[src/rtl/plot_sink_pkg.sv]
// Shared constants, state encoding and pixel payload for the plot sink.
// Contents:
//   screen geometry (WIDTH, HEIGHT, TILE, grid limits), FIFO depth,
//   transparent key colour, coordinate widths, state_t, pixel_t.
package plot_sink_pkg;

    localparam int unsigned WIDTH     = 320;
    localparam int unsigned HEIGHT    = 240;
    localparam int unsigned TILE      = 16;
    localparam int unsigned GRID_COLS = 20;
    localparam int unsigned GRID_ROWS = 15;
    localparam int unsigned DEPTH     = 4;

    localparam int unsigned X_W      = 9;
    localparam int unsigned Y_W      = 8;
    localparam int unsigned COLOUR_W = 3;
    localparam int unsigned OFFSET_W = 17;
    localparam int unsigned COUNT_W  = 17;
    localparam int unsigned COORD_W  = 10;
    localparam int unsigned COL_W    = 5;
    localparam int unsigned ROW_W    = 4;

    localparam logic [COLOUR_W-1:0] KEY_COLOUR = 3'b101;

    typedef enum logic [1:0] {
        IDLE   = 2'd0,
        ACTIVE = 2'd1,
        DRAIN  = 2'd2,
        DONE   = 2'd3
    } state_t;

    typedef struct packed {
        logic [X_W-1:0]      x;
        logic [Y_W-1:0]      y;
        logic [COLOUR_W-1:0] colour;
    } pixel_t;

    // True when a 10-bit coordinate pair lies on the visible screen.
    function automatic logic on_screen(input logic [COORD_W-1:0] x,
                                       input logic [COORD_W-1:0] y);
        return (x < COORD_W'(WIDTH)) && (y < COORD_W'(HEIGHT));
    endfunction

endpackage

[src/rtl/plot_sink_if.sv]
// Plot port between the sink and the VGA adapter.
// Signals: plot (valid), plot_x, plot_y, plot_colour, plot_ready.
// Modports: master = pixel producer (plot_sink), slave = VGA adapter side.
interface plot_sink_if;
    import plot_sink_pkg::*;

    logic                plot;
    logic [X_W-1:0]      plot_x;
    logic [Y_W-1:0]      plot_y;
    logic [COLOUR_W-1:0] plot_colour;
    logic                plot_ready;

    modport master (output plot, plot_x, plot_y, plot_colour, input plot_ready);
    modport slave  (input plot, plot_x, plot_y, plot_colour, output plot_ready);
endinterface

[src/rtl/plot_sink_pixel_fifo.sv]
// First-word-fall-through FIFO for plot pixels.
// Ports: clk, rst (async active-high), push/wdata, pop/rdata (head entry),
//        full, empty, count (occupancy 0..DEPTH).
// Callers must not push when full without a same-cycle pop, nor pop when empty.
module plot_sink_pixel_fifo #(
    parameter int unsigned W     = 20,
    parameter int unsigned DEPTH = 4
) (
    input  logic                       clk,
    input  logic                       rst,
    input  logic                       push,
    input  logic [W-1:0]               wdata,
    input  logic                       pop,
    output logic [W-1:0]               rdata,
    output logic                       full,
    output logic                       empty,
    output logic [$clog2(DEPTH):0]     count
);
    localparam int unsigned AW = $clog2(DEPTH);
    localparam int unsigned CW = AW + 1;

    logic [W-1:0]  mem [DEPTH];
    logic [AW-1:0] wr_ptr;
    logic [AW-1:0] rd_ptr;

    // Storage needs no reset; validity is tracked by count.
    always_ff @(posedge clk) begin
        if (push) mem[wr_ptr] <= wdata;
    end

    // Pointers wrap naturally because DEPTH is a power of two.
    always_ff @(posedge clk or posedge rst) begin
        if (rst) begin
            wr_ptr <= '0;
            rd_ptr <= '0;
            count  <= '0;
        end else begin
            if (push) wr_ptr <= wr_ptr + AW'(1);
            if (pop)  rd_ptr <= rd_ptr + AW'(1);
            case ({push, pop})
                2'b10:   count <= count + CW'(1);
                2'b01:   count <= count - CW'(1);
                default: count <= count;
            endcase
        end
    end

    assign rdata = mem[rd_ptr];
    assign empty = (count == '0);
    assign full  = (count == CW'(DEPTH));
endmodule

[src/rtl/plot_sink.sv]
// Receiving end of the pixel-copy write stream.
// Translates each pixel offset (screen or tile-relative) to (x, y), buffers it
// in a FWFT FIFO and presents it on the plot port with ready/valid handshake.
// Ports: clk, reset_n (async, HIGH = reset), wr_en/colour/offset/tile_mode/
//        tile_col/tile_row (write side), src_finished, plot_bus (plot port),
//        busy, done (1-cycle), overflow/clipped (sticky), pixel_count.
// Build option: define TRANSPARENCY_EN to discard pixels of KEY_COLOUR.
module plot_sink
    import plot_sink_pkg::*;
(
    input  logic                clk,
    input  logic                reset_n,
    input  logic                wr_en,
    input  logic [COLOUR_W-1:0] colour,
    input  logic [OFFSET_W-1:0] offset,
    input  logic                tile_mode,
    input  logic [COL_W-1:0]    tile_col,
    input  logic [ROW_W-1:0]    tile_row,
    input  logic                src_finished,
    plot_sink_if.master         plot_bus,
    output logic                busy,
    output logic                done,
    output logic                overflow,
    output logic                clipped,
    output logic [COUNT_W-1:0]  pixel_count
);
    localparam int unsigned CNT_W = $clog2(DEPTH) + 1;

    state_t           state;
    logic [COORD_W-1:0] x_c;
    logic [COORD_W-1:0] y_c;
    logic             key_c;
    logic             keep_c;
    logic             want_c;
    logic             push;
    logic             pop;
    logic             set_clip;
    logic             set_ovf;
    logic             full;
    logic             empty;
    logic [CNT_W-1:0] fifo_count;
    pixel_t           wr_pix;
    pixel_t           head;

    // Offset to screen coordinates, 10-bit intermediate sums.
    always_comb begin
        x_c = COORD_W'(offset[X_W-1:0]);
        y_c = COORD_W'(offset[OFFSET_W-1:X_W]);
        if (tile_mode) begin
            x_c = COORD_W'(tile_col) * COORD_W'(TILE) + COORD_W'(offset[3:0]);
            y_c = COORD_W'(tile_row) * COORD_W'(TILE) + COORD_W'(offset[7:4]);
        end
    end

`ifdef TRANSPARENCY_EN
    assign key_c = (colour == KEY_COLOUR);
`else
    assign key_c = 1'b0;
`endif

    assign keep_c   = wr_en & ~key_c;
    assign want_c   = keep_c & on_screen(x_c, y_c);
    assign pop      = ~empty & plot_bus.plot_ready;
    assign push     = want_c & (~full | pop);
    assign set_clip = keep_c & ~on_screen(x_c, y_c);
    assign set_ovf  = want_c & (fifo_count == CNT_W'(DEPTH)) & ~pop;
    assign wr_pix   = '{x: x_c[X_W-1:0], y: y_c[Y_W-1:0], colour: colour};

    plot_sink_pixel_fifo #(
        .W     ($bits(pixel_t)),
        .DEPTH (DEPTH)
    ) u_fifo (
        .clk   (clk),
        .rst   (reset_n),
        .push  (push),
        .wdata (wr_pix),
        .pop   (pop),
        .rdata (head),
        .full  (full),
        .empty (empty),
        .count (fifo_count)
    );

    assign plot_bus.plot        = ~empty;
    assign plot_bus.plot_x      = head.x;
    assign plot_bus.plot_y      = head.y;
    assign plot_bus.plot_colour = head.colour;

    // Per-transfer statistics; a new transfer restarts them but still records
    // what its own first pixel does.
    always_ff @(posedge clk or posedge reset_n) begin
        if (reset_n) begin
            overflow    <= 1'b0;
            clipped     <= 1'b0;
            pixel_count <= '0;
        end else if (state == IDLE && wr_en) begin
            overflow    <= set_ovf;
            clipped     <= set_clip;
            pixel_count <= '0;
        end else begin
            if (set_ovf)  overflow <= 1'b1;
            if (set_clip) clipped  <= 1'b1;
            if (pop && pixel_count != '1) pixel_count <= pixel_count + COUNT_W'(1);
        end
    end

    // Transfer sequencing with registered busy/done.
    always_ff @(posedge clk or posedge reset_n) begin
        if (reset_n) begin
            state <= IDLE;
            busy  <= 1'b0;
            done  <= 1'b0;
        end else begin
            case (state)
                IDLE: begin
                    if (wr_en) begin
                        state <= ACTIVE;
                        busy  <= 1'b1;
                    end else if (src_finished) begin
                        state <= DRAIN;
                        busy  <= 1'b1;
                    end
                end
                ACTIVE: begin
                    if (src_finished) state <= DRAIN;
                end
                DRAIN: begin
                    // Empty with nothing arriving means the last pixel has left.
                    if (empty && !push) begin
                        state <= DONE;
                        done  <= 1'b1;
                    end
                end
                DONE: begin
                    done <= 1'b0;
                    // A pixel arriving here opens a new transfer without
                    // restarting the statistics.
                    if (wr_en) begin
                        state <= ACTIVE;
                    end else begin
                        state <= IDLE;
                        busy  <= 1'b0;
                    end
                end
                default: begin
                    state <= IDLE;
                    busy  <= 1'b0;
                    done  <= 1'b0;
                end
            endcase
        end
    end
endmodule

[src/flat_wrapper.sv]
// flat-port wrapper written by rule: the top's interface ports become plain ports
module plot_sink_flat import plot_sink_pkg::*;
  (clk, reset_n, wr_en, colour, offset, tile_mode, tile_col, tile_row, src_finished, busy, done, overflow, clipped, pixel_count, plot_bus_plot, plot_bus_plot_x, plot_bus_plot_y, plot_bus_plot_colour, plot_bus_plot_ready);
  plot_sink_if plot_bus_i ();
  input  logic clk;
  input  logic reset_n;
  input  logic wr_en;
  input  logic [COLOUR_W-1:0] colour;
  input  logic [OFFSET_W-1:0] offset;
  input  logic tile_mode;
  input  logic [COL_W-1:0] tile_col;
  input  logic [ROW_W-1:0] tile_row;
  input  logic src_finished;
  output logic busy;
  output logic done;
  output logic overflow;
  output logic clipped;
  output logic [COUNT_W-1:0] pixel_count;
  output wire logic [$bits(plot_bus_i.plot)-1:0] plot_bus_plot;
  output wire logic [$bits(plot_bus_i.plot_x)-1:0] plot_bus_plot_x;
  output wire logic [$bits(plot_bus_i.plot_y)-1:0] plot_bus_plot_y;
  output wire logic [$bits(plot_bus_i.plot_colour)-1:0] plot_bus_plot_colour;
  input wire logic [$bits(plot_bus_i.plot_ready)-1:0] plot_bus_plot_ready;
  assign plot_bus_plot = plot_bus_i.plot;
  assign plot_bus_plot_x = plot_bus_i.plot_x;
  assign plot_bus_plot_y = plot_bus_i.plot_y;
  assign plot_bus_plot_colour = plot_bus_i.plot_colour;
  assign plot_bus_i.plot_ready = plot_bus_plot_ready;
  plot_sink u_core (.clk(clk), .reset_n(reset_n), .wr_en(wr_en), .colour(colour), .offset(offset), .tile_mode(tile_mode), .tile_col(tile_col), .tile_row(tile_row), .src_finished(src_finished), .plot_bus(plot_bus_i), .busy(busy), .done(done), .overflow(overflow), .clipped(clipped), .pixel_count(pixel_count));
endmodule
[config.mk]
export PLATFORM = sky130hd
export DESIGN_NAME = plot_sink_flat
export DESIGN_NICKNAME = d
export VERILOG_FILES = /design/src/rtl/plot_sink_pkg.sv /design/src/rtl/plot_sink_if.sv /design/src/rtl/plot_sink_pixel_fifo.sv /design/src/rtl/plot_sink.sv /design/src/flat_wrapper.sv
export SDC_FILE = /design/constraint.sdc
export NUM_CORES = 1
export LEC_CHECK = 0
export CAP_MARGIN = 20
export CORE_MARGIN = 2
export CORE_UTILIZATION = 44
export CTS_BUF_LIST = sky130_fd_sc_hd__clkbuf_4 sky130_fd_sc_hd__clkbuf_8
export CTS_CLUSTER_DIAMETER = 200
export DETAILED_ROUTE_END_ITERATION = 8
export PLACE_DENSITY = 0.66
export REMOVE_ABC_BUFFERS = 1
export SYNTH_ARGS = -nofsm -noshare
export SYNTH_HDL_FRONTEND = slang
export SYNTH_SLANG_ARGS = --single-unit
[constraint.sdc]
create_clock -name clk -period 3.9 [get_ports clk]
set_input_delay 0.78 -clock clk [delete_from_list [all_inputs] [get_ports clk]]
set_output_delay 0.78 -clock clk [all_outputs]
set_load 0.02 [all_outputs]
Word level (Yosys, flattened, before mapping)
Memories as Yosys holds them, arrays and structs flattened.
Cells that the tools add are included.
{"block": "word_totals", "mem_bits_rw": 80, "word_cells": 77, "regBits": 30, "out_inout_bits": 42, "in_bits": 35, "n_memories": 1}
{"block": "classes", "eq_ne": 10, "magnitude_cmp": 2, "mux": 22, "addsub": 7, "bitwise_logic": 11, "reduce_logical": 15}
{"memory": "u_core.u_fifo.mem", "depth": 4, "width": 20, "read_ports": 1, "rd_clocked_by_memory_dff": 0, "wr": 1, "line": "plot_sink_pixel_fifo.sv:22", "text": "logic [W-1:0] mem [DEPTH];"}
{"operator": "$mux 17", "n": 2}
{"operator": "$mux 10", "n": 2}
{"operator": "$add 17x1->17 const B", "n": 1}
{"operator": "$ne 17x17->1 const B", "n": 1}
{"operator": "$reduce_bool 2->1", "n": 6}
{"operator": "$mux 1", "n": 11}
{"operator": "$add 9x4->10", "n": 1}
{"operator": "$lt 10x8->1 const B", "n": 1}
{"operator": "$lt 10x9->1 const B", "n": 1}
{"operator": "$add 8x4->9", "n": 1}
{"operator": "$pmux 2 s4", "n": 1}
{"operator": "$and 1x1->1", "n": 6}
{"operator": "$eq 2x2->1 const B", "n": 3}
{"operator": "$mux 2", "n": 3}
{"operator": "$pmux 3 s2", "n": 1}
{"operator": "$add 2x1->2 const B", "n": 2}
{"operator": "$eq 2x1->1 const B", "n": 2}
{"operator": "$logic_and 1x1->1", "n": 4}
{"operator": "$not 1->1", "n": 4}
{"operator": "$pmux 1 s2", "n": 2}
{"operator": "$add 3x1->3 const B", "n": 1}
{"operator": "$eq 3x3->1 const B", "n": 1}
{"operator": "$logic_not 3->1", "n": 1}
{"operator": "$ne 3x3->1 const B", "n": 1}
{"operator": "8 further kinds", "n": 8}

Longest topological paths before layout
{"block": "depth", "word_depth": 10, "depth_mapped": 9}

Hierarchy
From an unflattened synthesis, not the netlist that was laid out.
{"block": "unflattened", "cells_unflattened": 282, "area_unflattened_um2": 4648.2}
{"mod": "plot_sink_pixel_fifo", "instances": 1, "cells_per_inst": 141, "area_each_um2": 3291.9}
{"mod": "plot_sink", "instances": 1, "cells_per_inst": 141, "area_each_um2": 1356.3}

Worst setup path before layout
OpenSTA, ideal clock, no wires.
{"block": "synth_timing", "kind": "input-to-reg", "start": "input port tile_mode", "end": "register u_core.u_fifo.count[2]", "arrival_time_ps": 2152, "n_path_buf": 0, "t_required_ps": 3821, "setup_slack_ps": 1669, "stages": 9, "path_cell_list": "nand2b_1 -> o22ai_2 -> nor3_2 -> nand2_1 -> nand2_1 -> fa_1 -> nand3b_1 -> mux2i_1 -> xor2_1"}
{"block": "synth_between", "elab_chain_len": 7, "word_cells_on_any_way": 11, "cone_classes": "order compare: 2; eq/ne: 2; mux: 3; bitwise: 2; reduce/logical: 2"}
{"element": "start, declared", "line": "flat_wrapper.sv:10", "text": "input logic tile_mode;"}
{"element": "$mux 10", "line": "plot_sink.sv:49", "text": "if (tile_mode) begin"}
{"element": "$lt 10x9->1 / $lt 10x8->1 (equally long branches)", "line": "plot_sink_pkg.sv:41", "text": "return (x < COORD_W'(WIDTH)) && (y < COORD_W'(HEIGHT));"}
{"element": "$logic_and 1x1->1 (*)", "line": "plot_sink_pkg.sv:41"}
{"element": "$and 1x1->1 (*)", "line": "plot_sink.sv:62", "text": "assign want_c = keep_c & on_screen(x_c, y_c);"}
{"element": "$and 1x1->1 (*)", "line": "plot_sink.sv:64", "text": "assign push = want_c & (~full | pop);"}
{"element": "$eq 2x1->1 / $eq 2x2->1 (equally long branches)", "line": "plot_sink_pixel_fifo.sv:40", "text": "case ({push, pop})"}
{"element": "$pmux 3 s2 / $reduce_bool 2->1 (equally long branches)"}
{"element": "end signal, assigned", "line": "plot_sink_pixel_fifo.sv:41", "text": "2'b10: count <= count + CW'(1);"}
{"element": "end signal, assigned", "line": "plot_sink_pixel_fifo.sv:42", "text": "2'b01: count <= count - CW'(1);"}
{"element": "end signal, assigned", "line": "plot_sink_pixel_fifo.sv:43", "text": "default: count <= count;"}
{"element": "end, declared", "line": "plot_sink_pixel_fifo.sv:17", "text": "output logic [$clog2(DEPTH):0] count"}
Mark *: on every way between the ends. The rest lies on a longest branch, timed or not.
A chain may end at the register's enable or synchronous reset.

Worst setup path in the final report
{"block": "layout_timing", "start": "register u_core.u_fifo.rd_ptr[0]", "end": "output port plot_bus_plot_x[6]"}
{"block": "layout_between", "elab_chain_len": 1}
{"element": "start, declared", "line": "plot_sink_pixel_fifo.sv:24", "text": "logic [AW-1:0] rd_ptr;"}
{"element": "start signal, assigned", "line": "plot_sink_pixel_fifo.sv:39", "text": "if (pop) rd_ptr <= rd_ptr + AW'(1);"}
{"element": "$mem_v2 4x20"}
{"element": "end, declared", "line": "flat_wrapper.sv:20", "text": "output wire logic [$bits(plot_bus_i.plot_x)-1:0] plot_bus_plot_x;"}
No other way between the ends.

==> results.md <==
Status:
- The flow ran to the end, and the final reports show no timing, DRC or antenna violations.

Min path:
- Along the worst hold path, the cell count comes to 1.
- The tightest min-delay check is of the reg2reg type.
- The worst hold path begins at u_core.u_fifo.rd_ptr[1]$_DFFE_PP0P_.
- The worst hold path terminates at u_core.u_fifo.rd_ptr[1]$_DFFE_PP0P_.

Synthesis:
- After synthesis, flip-flops and latches occupy roughly two thirds of the total area.
- The most common cell in the synthesized netlist is edfxtp_1.
- The mapped netlist covers 4670 um2.
- The number of flip-flops and latches in the synthesized netlist is 110.
- The area share of the largest cell type after synthesis is 51.4%.
- For this run, the leading register cell type out of synthesis is edfxtp_1.
- The mean post-synth cell area is 16.2 um2.
- The gate count after technology mapping is 289.
- By count the netlist is led by 80 x edfxtp_1, 30 x dfrtp_1, 22 x nor2_1, 20 x mux4_2, 19 x nand2_1.
- The number of enable flip-flop cells after synthesis is 80.
- After synthesis, the cell types taking the most area are edfxtp_1 51%, dfrtp_1 16%, mux4_2 9.6%.
- Of all cell types, the one taking the most synthesized area is edfxtp_1.
- The number of distinct standard cells referenced by the synthesized netlist is 41.
- The number of warnings printed during yosys synthesis is 0.
- The proportion of synthesized flip-flops having asynchronous set or reset is a little over a quarter.

Floorplan:
- The die covers 11500 um2.
- The die outline height is 107 um.
- The total number of placement rows is 37.
- The floorplan core area is 10300 um2.
- The initial cell density of the core is ~45%.
- The boundary pin count is a little under 80.
- The die is 107 um wide.

STA:
- The number of slew-limit violations in the final report is 0.
- The clock tree skew after final layout is between 0.015 and 0.02 ns.
- The total count of hold-check failures in the final report is 0.
- The final hold slack is 0.474 ns.
- Setup violations remaining at the end of the flow were counted as 0.
- The final worst slack is 0.824 ns.
- The part of the cycle the worst path needs is between 70% and 80%.
- Setup repair after global routing left no endpoint under its margin.
- The maximum achievable frequency is 325 MHz.
- For the finished layout, the period the worst path requires is a little over 3 ns.
- For the pin with the worst max-slew slack, the measured transition is 0.543 ns.
- The sum of negative setup slack is 0 ns.
- The worst relative slew slack is a little under two thirds.

Clock tree:
- The later pin in the worst-skew pair is clocked with a latency of 0.37 ns.
- The clock transition time at the flip-flop clock pins of the worst setup and hold paths is 0.09 ns.
- The longest clock path from root to sink contains 2 buffers.
- The H-tree was split into 3 levels.
- Buffers added to address setup during post-CTS repair amount to 0.
- The tree built by TritonCTS fans out to 110 sinks.
- The TritonCTS buffer count is 9.
- Gates resized during post-CTS repair numbered 0.
- After clock tree synthesis, the flow added hold-fix buffers numbering 0.
- The tree is rooted in a clkbuf_8.
- The TritonCTS clock tree is done.

GRT:
- The initial antenna violation count was 0.
- Entering global routing, the biggest net connects 31 pins.
- The first-pass GRT wire length is 14200 um.
- The global-route congestion overflow total is 0.
- Global routing consumed, over all layers together, 16.5% of the routing resources.
- The via count of the first global-routing pass is 2738.

Power and ir drop:
- The net switching share of the total power is 32.7%.
- Combinational logic is responsible for 37.0% of the overall power.
- For this design the total switching power over the nets is 1200 uW.
- The clock share of power is 19.3%.
- The sequential fraction of design power is a little over two fifths.
- The power per standard cell area is 629 nW/um2.
- Internal power comes to 2460 uW.
- The maximum resistive drop on vdd is 320 uV.
- Summed over all cells, the static leakage comes to 0.00210 uW.

Worst setup path:
- The number of cells on the worst reg-to-reg path is 9.
- The critical path is of the reg2out type.
- The worst register-to-register path ends at u_core.pixel_count[10]$_DFFE_PP0P_.
- The largest fanout of any net on the critical path is 20.
- The worst reg2reg path startpoint is u_core.pixel_count[0]$_DFFE_PP0P_.
- The worst register-to-register path has a setup slack of 1.52 ns.
- STA puts the critical path data required time at 3.12 ns.
- The critical path data arrival time is approximately 2.3 ns.
- The worst setup path is captured at an output port.
- The startpoint kind of the worst setup timing path is a flop.

Layout:
- The diode insertion count for antenna repair is 0.
- Of the cells placed in the final design, the portion with a size suffix greater than 1 is 17.5%.
- The layout-stage area growth over the synthesis result is 24.3%.
- The final layout contains 415 nets.
- Summing all non-filler instances in the final layout gives an area of 5810 um2.

Routing:
- The pre-antenna-repair detailed-routing pass consisted of 4 iterations.
- Summing over every cut layer, the via total after detailed routing is 2663.
- The number of nets with antenna violations after routing is 0.
- The initial detailed-routing violation count is approximately 120.
- The vias per cell is 5.18.
- After detailed routing, the number of remaining DRC violations is 0.
- After detailed routing, the average wire length per cell comes to 17.4 um.
- The detailed-route wire length is 8950 um.

Placed design:
- After detailed placement, the total cell area comes to 5600 um2.
- The count of port buffers added during placement is 76.
- The routability congestion estimate is around 0.75.
- Detailed placement ended at an HPWL of 6060 um.
- The post-placement worst setup slack is between 0.6 and 0.7 ns.

Flow run:
- The total of max-cap violations is 0.
==> power groups by stage <==
stage	Clock (uW)	Sequential (uW)	Combinational (uW)
floorplan	0	1700	721
global placement	0	1610	1370
detailed placement	0	1620	1380
CTS	728	1590	1380
global route	764	1620	1460
finish	707	1590	1350
==> per-stage QoR <==
stage | util, % | total power [uW] | cells
5_1_grt | 56.3 | 3840 | 514
6_report | 56.3 | 3650 | 514
2_1_floorplan | - | 2420 | 281
3_3_place_gp | 54.2 | 2980 | 498
3_5_place_dp | 54.2 | 3000 | 498
4_1_cts | 56.3 | 3700 | 514
==> final cells by class <==
cell class / instances / area (um2)
Sequential cell: 110 / 3150
Clock buffer: 10 / 131
Inverter: 10 / 37.5
Multi-Input combinational cell: 161 / 1440
Timing Repair Buffer: 81 / 798
Tap cell: 136 / 170
Fill cell: 835 / 4520
Clock inverter: 6 / 76.3
==> cell families after synthesis <==
| group | Yosys count | share of synthesized area [%] |
|---|---|---|
| flip-flops | 110 | 67.5 |
| buffers and inverters | 18 | 1.66 |
| adder cells (fa/ha/maj) | 7 | 2.04 |
| AO/OA/AOI/OAI | 21 | 3.05 |
| multiplexers | 35 | 13.3 |
| XOR/XNOR | 18 | 3.37 |
| AND/OR/NAND/NOR | 80 | 9.13 |
==> worst max path at each step <==
| stage | from | end | slack [ns] | depth (start not counted) |
|---|---|---|---|---|
| 2_1_floorplan | u_core.u_fifo.rd_ptr[0]$_DFFE_PP0P_ | plot_bus_plot_colour[0] | 1.42 | 1 |
| 3_3_place_gp | tile_mode | u_core.u_fifo.mem[3][2]$_DFFE_PP_ | 0.73 | 6 |
| 3_5_place_dp | tile_mode | u_core.u_fifo.mem[3][12]$_DFFE_PP_ | 0.68 | 6 |
| 4_1_cts | u_core.u_fifo.rd_ptr[0]$_DFFE_PP0P_ | plot_bus_plot_x[6] | 0.78 | 3 |
| 5_1_grt | u_core.u_fifo.rd_ptr[0]$_DFFE_PP0P_ | plot_bus_plot_x[8] | 0.71 | 3 |
| 6_report | u_core.u_fifo.rd_ptr[0]$_DFFE_PP0P_ | plot_bus_plot_x[6] | 0.82 | 3 |
==> cells in the final DEF (no fill, tap or decap), drive strengths merged <==
master / netlist / final
a21oi: 9 / 9
a31o: 1 / 1
and2: 7 / 7
and3: 3 / 3
buf: 4 / 5
bufinv: 0 / 1
clkbuf: 4 / 10
clkdlybuf4s50: 0 / 76
clkinv: 0 / 2
dfrtp: 30 / 30
edfxtp: 80 / 80
fa: 1 / 1
ha: 6 / 6
inv: 10 / 13
mux2: 12 / 12
mux2i: 3 / 3
mux4: 20 / 20
nand2: 19 / 19
nand2b: 5 / 5
nand3: 7 / 7
nand3b: 1 / 1
nand4: 5 / 5
nor2: 23 / 23
nor3: 3 / 3
nor3b: 1 / 1
nor4: 2 / 2
o21ai: 4 / 4
o21bai: 1 / 1
o22ai: 4 / 4
o31a: 1 / 1
o31ai: 1 / 1
or3: 3 / 3
or4b: 1 / 1
xnor2: 6 / 6
xor2: 12 / 12
==> worst max-delay path, stage by stage (launching register included) <==
cell and delay [ns]:
dfrtp_1 0.40, buf_4 0.39, mux4_2 0.60, clkdlybuf4s50_1 0.56
==> state kept, by name (all words and copies together), names as in the netlist <==
name                  cells
u_core.u_fifo.mem        80
u_core.u_fifo.count       3
u_core.state              2
u_core.u_fifo.wr_ptr      2
u_core.pixel_count       17
u_core.u_fifo.rd_ptr      2
u_core.clipped            1
u_core.done               1
u_core.busy               1
u_core.overflow           1
==> layer usage <==
layer	track usage (%)	part of all wire, %	up-vias
met1	21.2	44	1337
met3	3.83	4.7	11
li1	-	-	1248
met2	27.6	50	67
met4	5.38	1.6	0
met5	0	0	-
No activity file was read; power rests on OpenSTA's default activity.
